## config.mk

```make
export PLATFORM = sky130hd
export DESIGN_NAME = lsu_flat
export DESIGN_NICKNAME = d
export VERILOG_FILES = /design/src/rtl/lsu_pkg.sv /design/src/rtl/lsu_if.sv /design/src/rtl/lsu_load_align.sv /design/src/rtl/lsu.sv /design/src/flat_wrapper.sv
export SDC_FILE = /design/constraint.sdc
export NUM_CORES = 1
export LEC_CHECK = 0
export ABC_AREA = 1
export BUFFER_PORTS_ARGS = -buffer_cell sky130_fd_sc_hd__buf_2
export CAP_MARGIN = 5
export CORE_AREA = 2 2 190 192
export DETAILED_ROUTE_END_ITERATION = 6
export DIE_AREA = 0 0 192 194
export PLACE_DENSITY = 0.73
export SLEW_MARGIN = 30
export SYNTH_ARGS = -nofsm -noshare
export SYNTH_HDL_FRONTEND = slang
export SYNTH_SLANG_ARGS = --single-unit
```

## constraint.sdc

```tcl
create_clock -name clk -period 1.4 [get_ports clk]
set_input_delay 0.07 -clock clk [delete_from_list [all_inputs] [get_ports clk]]
set_output_delay 0.07 -clock clk [all_outputs]
set_load 0.01 [all_outputs]
```

## src/rtl/lsu_pkg.sv

```systemverilog
// rtl/lsu_pkg.sv - shared types, size/funct3 constants and lane helpers for the load/store unit
package lsu_pkg;

  typedef enum logic [1:0] {
    IDLE  = 2'd0,
    REQ   = 2'd1,
    WAIT  = 2'd2,
    DRAIN = 2'd3
  } lsu_state_e;

  localparam logic [1:0] SZ_B = 2'd0;
  localparam logic [1:0] SZ_H = 2'd1;
  localparam logic [1:0] SZ_W = 2'd2;
  localparam logic [1:0] SZ_D = 2'd3;

  localparam logic [2:0] F3_LB  = 3'b000;
  localparam logic [2:0] F3_LH  = 3'b001;
  localparam logic [2:0] F3_LW  = 3'b010;
  localparam logic [2:0] F3_LD  = 3'b011;
  localparam logic [2:0] F3_LBU = 3'b100;
  localparam logic [2:0] F3_LHU = 3'b101;
  localparam logic [2:0] F3_LWU = 3'b110;
  localparam logic [2:0] F3_SB  = 3'b000;
  localparam logic [2:0] F3_SH  = 3'b001;
  localparam logic [2:0] F3_SW  = 3'b010;
  localparam logic [2:0] F3_SD  = 3'b011;

  function automatic logic [7:0] be_mask(input logic [1:0] size, input logic [2:0] off);
    logic [7:0] base;
    case (size)
      SZ_B:    base = 8'h01;
      SZ_H:    base = 8'h03;
      SZ_W:    base = 8'h0F;
      default: base = 8'hFF;
    endcase
    return base << off;
  endfunction

  function automatic logic is_misaligned(input logic [1:0] size, input logic [2:0] off);
    logic bad;
    case (size)
      SZ_B:    bad = 1'b0;
      SZ_H:    bad = off[0];
      SZ_W:    bad = |off[1:0];
      default: bad = |off;
    endcase
    return bad;
  endfunction

endpackage

```

## src/rtl/lsu_if.sv

```systemverilog
// rtl/lsu_if.sv - single-port data-memory request/grant/response bus
interface lsu_if #(
  parameter int AW = 64,
  parameter int DW = 64
);
  logic          req;
  logic          we;
  logic [AW-1:0] addr;
  logic [7:0]    be;
  logic [DW-1:0] wdata;
  logic          gnt;
  logic          rvalid;
  logic [DW-1:0] rdata;

  modport master (
    output req, we, addr, be, wdata,
    input  gnt, rvalid, rdata
  );

  modport slave (
    input  req, we, addr, be, wdata,
    output gnt, rvalid, rdata
  );
endinterface

```

## src/rtl/lsu_load_align.sv

```systemverilog
// rtl/lsu_load_align.sv - lane select and sign/zero extension of load data
module lsu_load_align
  import lsu_pkg::*;
#(
  parameter int DW = 64
) (
  input  logic [DW-1:0] rdata,
  input  logic [2:0]    addr_lo,
  input  logic [2:0]    funct3,
  output logic [DW-1:0] data
);

  logic [DW-1:0] lane;

  assign lane = rdata >> {addr_lo, 3'b000};

  // funct3 3'b111 has no load encoding; it falls through to a full doubleword
  always_comb begin
    data = lane;
    case (funct3)
      F3_LB:   data = {{(DW-8){lane[7]}}, lane[7:0]};
      F3_LH:   data = {{(DW-16){lane[15]}}, lane[15:0]};
      F3_LW:   data = {{(DW-32){lane[31]}}, lane[31:0]};
      F3_LBU:  data = {{(DW-8){1'b0}}, lane[7:0]};
      F3_LHU:  data = {{(DW-16){1'b0}}, lane[15:0]};
      F3_LWU:  data = {{(DW-32){1'b0}}, lane[31:0]};
      default: data = lane;
    endcase
  end

endmodule

```

## src/rtl/lsu.sv

```systemverilog
// rtl/lsu.sv - MEM-stage load/store unit driving a single-port data memory
module lsu
  import lsu_pkg::*;
#(
  parameter int AW = 64,
  parameter int DW = 64
) (
  input  logic          clk,
  input  logic          rst_n,
  input  logic          ex_valid,
  input  logic          ex_is_load,
  input  logic          ex_is_store,
  input  logic [2:0]    ex_funct3,
  input  logic [AW-1:0] ex_addr,
  input  logic [DW-1:0] ex_wdata,
  input  logic [4:0]    ex_rd,
  input  logic          flush,
  output logic          lsu_busy,
  lsu_if.master         dmem,
  output logic          wb_valid,
  output logic [4:0]    wb_rd,
  output logic [DW-1:0] wb_data,
  output logic          misalign,
  output logic [AW-1:0] misalign_addr
);

  localparam logic [1:0] S_IDLE  = IDLE;
  localparam logic [1:0] S_REQ   = REQ;
  localparam logic [1:0] S_WAIT  = WAIT;
  localparam logic [1:0] S_DRAIN = DRAIN;

  logic [1:0]    state;
  logic [AW-1:0] addr_q;
  logic [2:0]    funct3_q;
  logic          we_q;
  logic [4:0]    rd_q;
  logic [7:0]    be_q;
  logic [DW-1:0] wdata_q;
  logic [DW-1:0] load_data;
  logic          accept;
  logic          bad_align;

  assign accept    = (state == S_IDLE) & ex_valid & (ex_is_load | ex_is_store) & ~flush;
  assign bad_align = is_misaligned(ex_funct3[1:0], ex_addr[2:0]);

  assign lsu_busy   = (state != S_IDLE);
  assign dmem.req   = (state == S_REQ);
  assign dmem.we    = we_q;
  assign dmem.addr  = {addr_q[AW-1:3], 3'b000};
  assign dmem.be    = be_q;
  assign dmem.wdata = wdata_q;

  lsu_load_align #(.DW(DW)) u_load_align (
    .rdata   (dmem.rdata),
    .addr_lo (addr_q[2:0]),
    .funct3  (funct3_q),
    .data    (load_data)
  );

  always_ff @(posedge clk or negedge rst_n) begin
    if (!rst_n) begin
      state         <= S_IDLE;
      addr_q        <= '0;
      funct3_q      <= '0;
      we_q          <= 1'b0;
      rd_q          <= '0;
      be_q          <= '0;
      wdata_q       <= '0;
      wb_valid      <= 1'b0;
      wb_rd         <= '0;
      wb_data       <= '0;
      misalign      <= 1'b0;
      misalign_addr <= '0;
    end else begin
      wb_valid <= 1'b0;
      misalign <= 1'b0;
      case (state)
        S_IDLE: begin
          if (accept) begin
            if (bad_align) begin
              misalign      <= 1'b1;
              misalign_addr <= ex_addr;
            end else begin
              addr_q   <= ex_addr;
              funct3_q <= ex_funct3;
              we_q     <= ex_is_store;
              rd_q     <= ex_rd;
              be_q     <= be_mask(ex_funct3[1:0], ex_addr[2:0]);
              wdata_q  <= ex_wdata << {ex_addr[2:0], 3'b000};
              state    <= S_REQ;
            end
          end
        end
        S_REQ: begin
          // a grant beats a coincident flush; a granted load must still drain its response
          if (dmem.gnt) begin
            if (we_q)       state <= S_IDLE;
            else if (flush) state <= S_DRAIN;
            else            state <= S_WAIT;
          end else if (flush) begin
            state <= S_IDLE;
          end
        end
        S_WAIT: begin
          if (dmem.rvalid) begin
            if (!flush) begin
              wb_valid <= 1'b1;
              wb_rd    <= rd_q;
              wb_data  <= load_data;
            end
            state <= S_IDLE;
          end else if (flush) begin
            state <= S_DRAIN;
          end
        end
        default: begin
          if (dmem.rvalid) state <= S_IDLE;
        end
      endcase
    end
  end

endmodule

```

## src/flat_wrapper.sv

```systemverilog
// flat-port wrapper written by rule: the top's interface ports become plain ports
module lsu_flat import lsu_pkg::*;
#(
  parameter int AW = 64,
  parameter int DW = 64
)
  (clk, rst_n, ex_valid, ex_is_load, ex_is_store, ex_funct3, ex_addr, ex_wdata, ex_rd, flush, lsu_busy, wb_valid, wb_rd, wb_data, misalign, misalign_addr, dmem_req, dmem_we, dmem_addr, dmem_be, dmem_wdata, dmem_gnt, dmem_rvalid, dmem_rdata);
  lsu_if #(.AW(AW), .DW(DW)) dmem_i ();
  input  logic clk;
  input  logic rst_n;
  input  logic ex_valid;
  input  logic ex_is_load;
  input  logic ex_is_store;
  input  logic [2:0] ex_funct3;
  input  logic [AW-1:0] ex_addr;
  input  logic [DW-1:0] ex_wdata;
  input  logic [4:0] ex_rd;
  input  logic flush;
  output logic lsu_busy;
  output logic wb_valid;
  output logic [4:0] wb_rd;
  output logic [DW-1:0] wb_data;
  output logic misalign;
  output logic [AW-1:0] misalign_addr;
  output wire logic [$bits(dmem_i.req)-1:0] dmem_req;
  output wire logic [$bits(dmem_i.we)-1:0] dmem_we;
  output wire logic [$bits(dmem_i.addr)-1:0] dmem_addr;
  output wire logic [$bits(dmem_i.be)-1:0] dmem_be;
  output wire logic [$bits(dmem_i.wdata)-1:0] dmem_wdata;
  input wire logic [$bits(dmem_i.gnt)-1:0] dmem_gnt;
  input wire logic [$bits(dmem_i.rvalid)-1:0] dmem_rvalid;
  input wire logic [$bits(dmem_i.rdata)-1:0] dmem_rdata;
  assign dmem_req = dmem_i.req;
  assign dmem_we = dmem_i.we;
  assign dmem_addr = dmem_i.addr;
  assign dmem_be = dmem_i.be;
  assign dmem_wdata = dmem_i.wdata;
  assign dmem_i.gnt = dmem_gnt;
  assign dmem_i.rvalid = dmem_rvalid;
  assign dmem_i.rdata = dmem_rdata;
  lsu #(.AW(AW), .DW(DW)) u_core (.clk(clk), .rst_n(rst_n), .ex_valid(ex_valid), .ex_is_load(ex_is_load), .ex_is_store(ex_is_store), .ex_funct3(ex_funct3), .ex_addr(ex_addr), .ex_wdata(ex_wdata), .ex_rd(ex_rd), .flush(flush), .lsu_busy(lsu_busy), .dmem(dmem_i), .wb_valid(wb_valid), .wb_rd(wb_rd), .wb_data(wb_data), .misalign(misalign), .misalign_addr(misalign_addr));
endmodule
```

## After elaboration in Yosys (flattened, before gate mapping)

Cells that the tools add are included.

| word-level totals | value |
|---|---|
| flip-flop bits (word level) | 282 |

| cells by class | value |
|---|---|
| shift operators | 3 |
| multiplexer cells | 22 |
| reductions and logical operators | 11 |
| bitwise logic cells | 6 |
| equality and inequality tests | 13 |

Operators by type and width:

| operator | count |
|---|---|
| case mux 64 bit (6 select lines) | 1 |
| << shifter 64 x 6 -> 64 bit | 1 |
| right shift 64 x 6 -> 64 bit | 1 |
| two-way mux 8 bit | 3 |
| case mux 8 bit (3 select lines) | 1 |
| two-way mux 2 bit | 8 |
| equality test 3 bit, second input constant | 3 |
| AND reduction 3 bit | 3 |
| << shifter 8 x 3 -> 8 bit | 1 |
| two-way mux 1 bit | 7 |
| case mux 2 bit (3 select lines) | 1 |
| AND reduction 5 bit | 1 |
| equality test 2 x 1 -> 1 bit, second input constant | 2 |
| equality test 2 bit, second input constant | 2 |
| zero test 2 bit | 2 |
| nonzero test 4 bit | 1 |
| AND 1 bit | 3 |
| equality test 3 x 1 -> 1 bit, second input constant | 1 |
| equality test 3 x 2 -> 1 bit, second input constant | 1 |
| zero test 3 bit | 1 |
| != test 3 x 2 -> 1 bit, second input constant | 1 |
| != test 3 bit, second input constant | 1 |
| case mux 1 bit (3 select lines) | 1 |
| OR reduction 3 bit | 1 |
| 6 further kinds | 7 |

## Longest topological paths before layout

| depth | value |
|---|---|
| depth in word-level cells | 7 |
| depth in mapped cells | 11 |
| mapped depth without buffers | 10 |

## Modules after synthesis

Synthesis repeated with hierarchy kept, for this count alone.

| second synthesis, totals | value |
|---|---|
| cell total of the unflattened synthesis | 2183 |
| area total of the unflattened synthesis | 15608.7 um^2 |

Modules (own cells, without submodules):

| module | area an instance (um^2) | cells each | times used | seq. area each (um^2) |
|---|---|---|---|---|
| lsu | 13153.9 | 1691 | 1 | 7056.8 |
| lsu_load_align | 2454.9 | 492 | 1 | 0.0 |

## Worst setup path after synthesis

OpenSTA, ideal clock, no wires.

| path | value |
|---|---|
| path type | register to register |
| from | reg u_core.state[1] |
| to | reg u_core.addr_q[2] |
| buffers on the path | 2 |
| path slack | -0.168 ns |
| clock period less this slack | 1.568 ns |
| data arrival time | 1.432 ns |
| library setup time | 0.136 ns |
| cell stages (with the launch flop) | 11 |
| cells stage by stage | dfrtp_1 -> inv_1 -> nand2_1 -> inv_1 -> nand2_1 -> nor2_1 -> o21ai_4 -> buf_4 -> buf_4 -> nand2_1 -> o21ai_0 |

| between the ends | value |
|---|---|
| cells in the longest elaborated chain, start to end | 5 |

Ends and longest elaborated chain:

| what | line | RTL |
|---|---|---|
| start: declaration | lsu.sv:32 | `logic [1:0] state;` |
| start signal: assignment | lsu.sv:62 | `state <= S_IDLE;` |
| start signal: assignment | lsu.sv:90 | `state <= S_REQ;` |
| start signal: assignment | lsu.sv:97 | `if (we_q) state <= S_IDLE;` |
| zero test 2 bit (*) | lsu.sv:43, lsu.sv:77 |  |
| AND 1 bit (3 in a row) | lsu.sv:43 | `assign accept = (state == S_IDLE) & ex_valid & (ex_is_load \| ex_is_store) & ~flush;` |
| AND reduction 3 bit (no source line) (*) | - |  |
| end signal: assignment | lsu.sv:84 | `addr_q <= ex_addr;` |
| end: declaration | lsu.sv:33 | `logic [AW-1:0] addr_q;` |

Every way passes the cells marked *; elsewhere a longest branch is shown, timed or not.
A chain may end at the register's enable or synchronous reset.

## Final worst setup path

| path | value |
|---|---|
| from | reg u_core.addr_q[0] |
| to | reg u_core.wb_data[19] |

| between the ends | value |
|---|---|
| cells in the longest elaborated chain, start to end | 2 |

Ends and longest elaborated chain:

| what | line | RTL |
|---|---|---|
| right shift 64 x 6 -> 64 bit | lsu_load_align.sv:15 | `assign lane = rdata >> {addr_lo, 3'b000};` |
| case mux 64 bit (6 select lines) | lsu_load_align.sv:20 | `case (funct3)` |
| end signal: assignment | lsu.sv:109 | `wb_data <= load_data;` |
| end: declaration | lsu.sv:22 | `output logic [DW-1:0] wb_data,` |

No other way between the ends.

==> flow_metrics.py <==
metrics = {
    "placed_design": {
        "routabilityCongestion": 1.03,
        "dpl.hpwl_um": 41500,
        "portBuffers": 478,
    },
    "logic_synthesis": {
        "synth.avg_cell_area_um2": 7.41,
        "yosys_warnings": 0,
        "yosysUniqueCellTypes": 30,
        "netlist_area_um2": 14700,
        "ys_seq_area_share_pct": 48.0,
        "async_flop_share_pct": 100,
        "netlist_instances": 1984,
        "synth-seq-cells": 282,
        "synth_ff_type": "dfrtp_1",
        "synth_edf_count": 0,
    },
    "worst_setup_path": {
        "worst-setup-path-type": "reg -> reg",
        "startpoint": "u_core.addr_q[0]$_DFFE_PN0P_",
        "cp_data_arrival_time_ns": 2.25,
        "worst_r2r_path_depth": 7,
        "cp_data_required_time_ns": 1.86,
        "crit_path_start_kind": "flip-flop",
        "timing.rr.start": "u_core.addr_q[0]$_DFFE_PN0P_",
        "crit_path_end_kind": "flip-flop",
        "worstPathMaxFanout": 10,
    },
    "cells_and_area": {
        "mostFrequentLayoutCell": "nand2_1",
        "nets": 2867,
        "fin_util_pct": 64.4,
        "drive_gt1_share_pct": 36.2,
        "final_cell_mix": "nand2_1, buf_2, dfrtp_1",
        "syn_to_final_growth_pct": 54.2,
    },
    "clock_network": {
        "h-tree-depth": 1,
        "cts_buffer_depth": 3,
        "cts_buffers": 31,
        "root_buffer": "clkbuf_16",
        "clkSlewWorstSetupHoldPaths_ns": 0.07,
        "cts_sinks": 282,
        "cts_tree": "done",
        "worst_skew_pair.late_latency_ns": 0.58,
    },
    "floorplan": {
        "die-area_um2": 37200,
        "io_pins": 482,
        "core_um2": 35200,
        "num_rows": 69,
        "die_w_um": 192,
        "die_h_um": 194,
        "initial_core_util_pct": 41.7,
    },
    "global_route": {
        "overflow": 0,
        "grt_pass1_wl_um": 91500,
        "antenna_found_initial": 6,
        "grt_pass1_vias": 16400,
        "track_usage_pct": 31.3,
        "grt_start_max_net_pins": 72,
    },
    "run_status": {
        "status": "complete, but fails checks",
        "violations": "negative setup slack",
    },
    "route": {
        "postRouteAntennaNets": 0,
        "wl_um": 66400,
        "detail_route.vias_per_cell": 5.43,
        "drc": 0,
        "drt_iter0_drc": 1529,
        "wl_per_cell_um": 21.1,
        "vias": 17100,
        "firstDrtPassIters": 6,
    },
    "power_and_ir_drop": {
        "vdd_ir_drop_max_mv": 1.29,
        "power.density_nw_per_um2": 2000,
        "fin_total_pwr_mw": 45.3,
        "leakage_nw": 12.0,
    },
    "sta": {
        "fmaxAchievable_mhz": 558,
        "tightest_slew_ns": 0.846,
        "setup-violations-final": 280,
        "finalClockSkew_ns": 0.0181,
        "rsz0062_at_grt": "yes",
        "period_share_pct": 128,
        "post-route-min-period_ns": 1.79,
        "drv_slew": 0,
        "fin_ws_ns": -0.391,
        "hold_viol": 0,
        "relSlewSlack_pct": 43.6,
    },
    "worst_hold_path": {
        "hold_depth": 6,
        "hold_path_startpoint": "dmem_rdata[22]",
        "hold_path.class": "in -> reg",
    },
    "run": {
        "max-cap-violations": 0,
    },
}
-- area by class of cell --
cell class                      count  area (um^2)
Antenna cell                        4         10.0
Clock buffer                       41          873
Clock inverter                     13          200
Fill cell                        2910        12600
Inverter                          117          459
Multi-Input combinational cell   1394         6900
Sequential cell                   282         7060
Tap cell                          461          577
Timing Repair Buffer              833         6590
-- worst max-delay path, stage by stage, from the launching register on --
cell and delay, ns:
dfrtp_2 0.49, buf_12 0.17, buf_6 0.15, o21ai_2 0.39
nor2_1 0.09, o21a_1 0.23, nor2_4 0.12, nor2_1 0.05
-- power breakdown --
part	internal (mW)	total, mW	switching (mW)
Sequential	11.8	14.6	2.77
Clock	5.27	8.78	3.51
Combinational	9.36	21.9	12.5
-- cells by family (layout without fill, tap and decap cells) --
group / Yosys count / in the layout / share of synthesized area (%)
AOI/OAI and AO/OA: 377 / 377 / 13.5
buffers and inverters: 313 / 1004 / 10.9
DFF: 282 / 282 / 48.0
muxes: 3 / 3 / 0.204
other: 1 / 7 / 0.0255
and+or+nand+nor: 1008 / 1011 / 27.3
-- what timing repair did --
item	4_1_cts	5_1_grt
cloned	10	36
setup endpoints to repair	280	283
hold endpoints to repair	462	0
pin swaps	3	11
buffers inserted	5	9
hold buffers	122	0
gates resized for setup	112	252
-- cell usage after synthesis (all sizes together) (4+ instances only) --
cell type  instances  share of area, %
nor2             189               4.9
o21a               4              0.20
buf              149               6.7
a22oi              5              0.26
clkbuf            47               1.2
dfrtp            282                48
a21oi             52               1.8
or2                8              0.34
o21ai            287               9.9
o211ai            19              0.97
inv              115               2.9
nand2            662                17
nand3            145               4.9
a31oi              8              0.34
-- routing by layer --
| layer | wire length [um] | up-vias | track usage (%) |
|---|---|---|---|
| li1 | - | 7659 | - |
| met1 | 23600 | 8037 | 38.2 |
| met2 | 31600 | 1066 | 52.3 |
| met3 | 6800 | 296 | 7.29 |
| met4 | 4280 | 8 | 14.8 |
| met5 | 48 | - | 0 |
-- path summary, 6_finish.rpt --
path | end | slack [ns]
min in group asynchronous | u_core.misalign_addr[0]$_DFFE_PN0P_ | 0.03
setup / recovery | u_core.wb_data[19]$_DFFE_PN0P_ | -0.39
setup reg to reg | u_core.wb_data[19]$_DFFE_PN0P_ | -0.39
hold reg to reg | u_core.dmem.wdata[23]$_DFFE_PN0P_ | 0.48
max in group asynchronous | u_core.dmem.wdata[38]$_DFFE_PN0P_ | 0.77
hold / removal | u_core.wb_data[6]$_DFFE_PN0P_ | 0.02
-- through the flow --
stage / setup slack, ns / cell area, um^2 / hold slack (ns) / setup TNS [ns] / cells
final: -0.391 / 22700 / 0.0155 / -68.12 / 3145
after global routing: -0.442 / 22700 / 0.0382 / -89.44 / 3143
after detailed placement: -0.495 / 18300 / 0.0433 / -56.14 / 2905
after CTS: -0.241 / 21100 / 0.0101 / -41.52 / 3096
after floorplan: -0.0360 / 14900 / -0.226 / -3.34 / 1986
after global placement: -0.494 / 18300 / 0.0432 / -43.66 / 2905
-- sequential cells by signal, summed over array words and instances (netlist names) --
signal and count:
u_core.addr_q 64, u_core.dmem.wdata 64, u_core.misalign_addr 64, u_core.wb_data 64
u_core.dmem.be 8, u_core.rd_q 5, u_core.wb_rd 5, u_core.funct3_q 3
u_core.state 2, u_core.dmem.we 1, u_core.misalign 1, u_core.wb_valid 1
No activity file was read; power rests on OpenSTA's default activity.
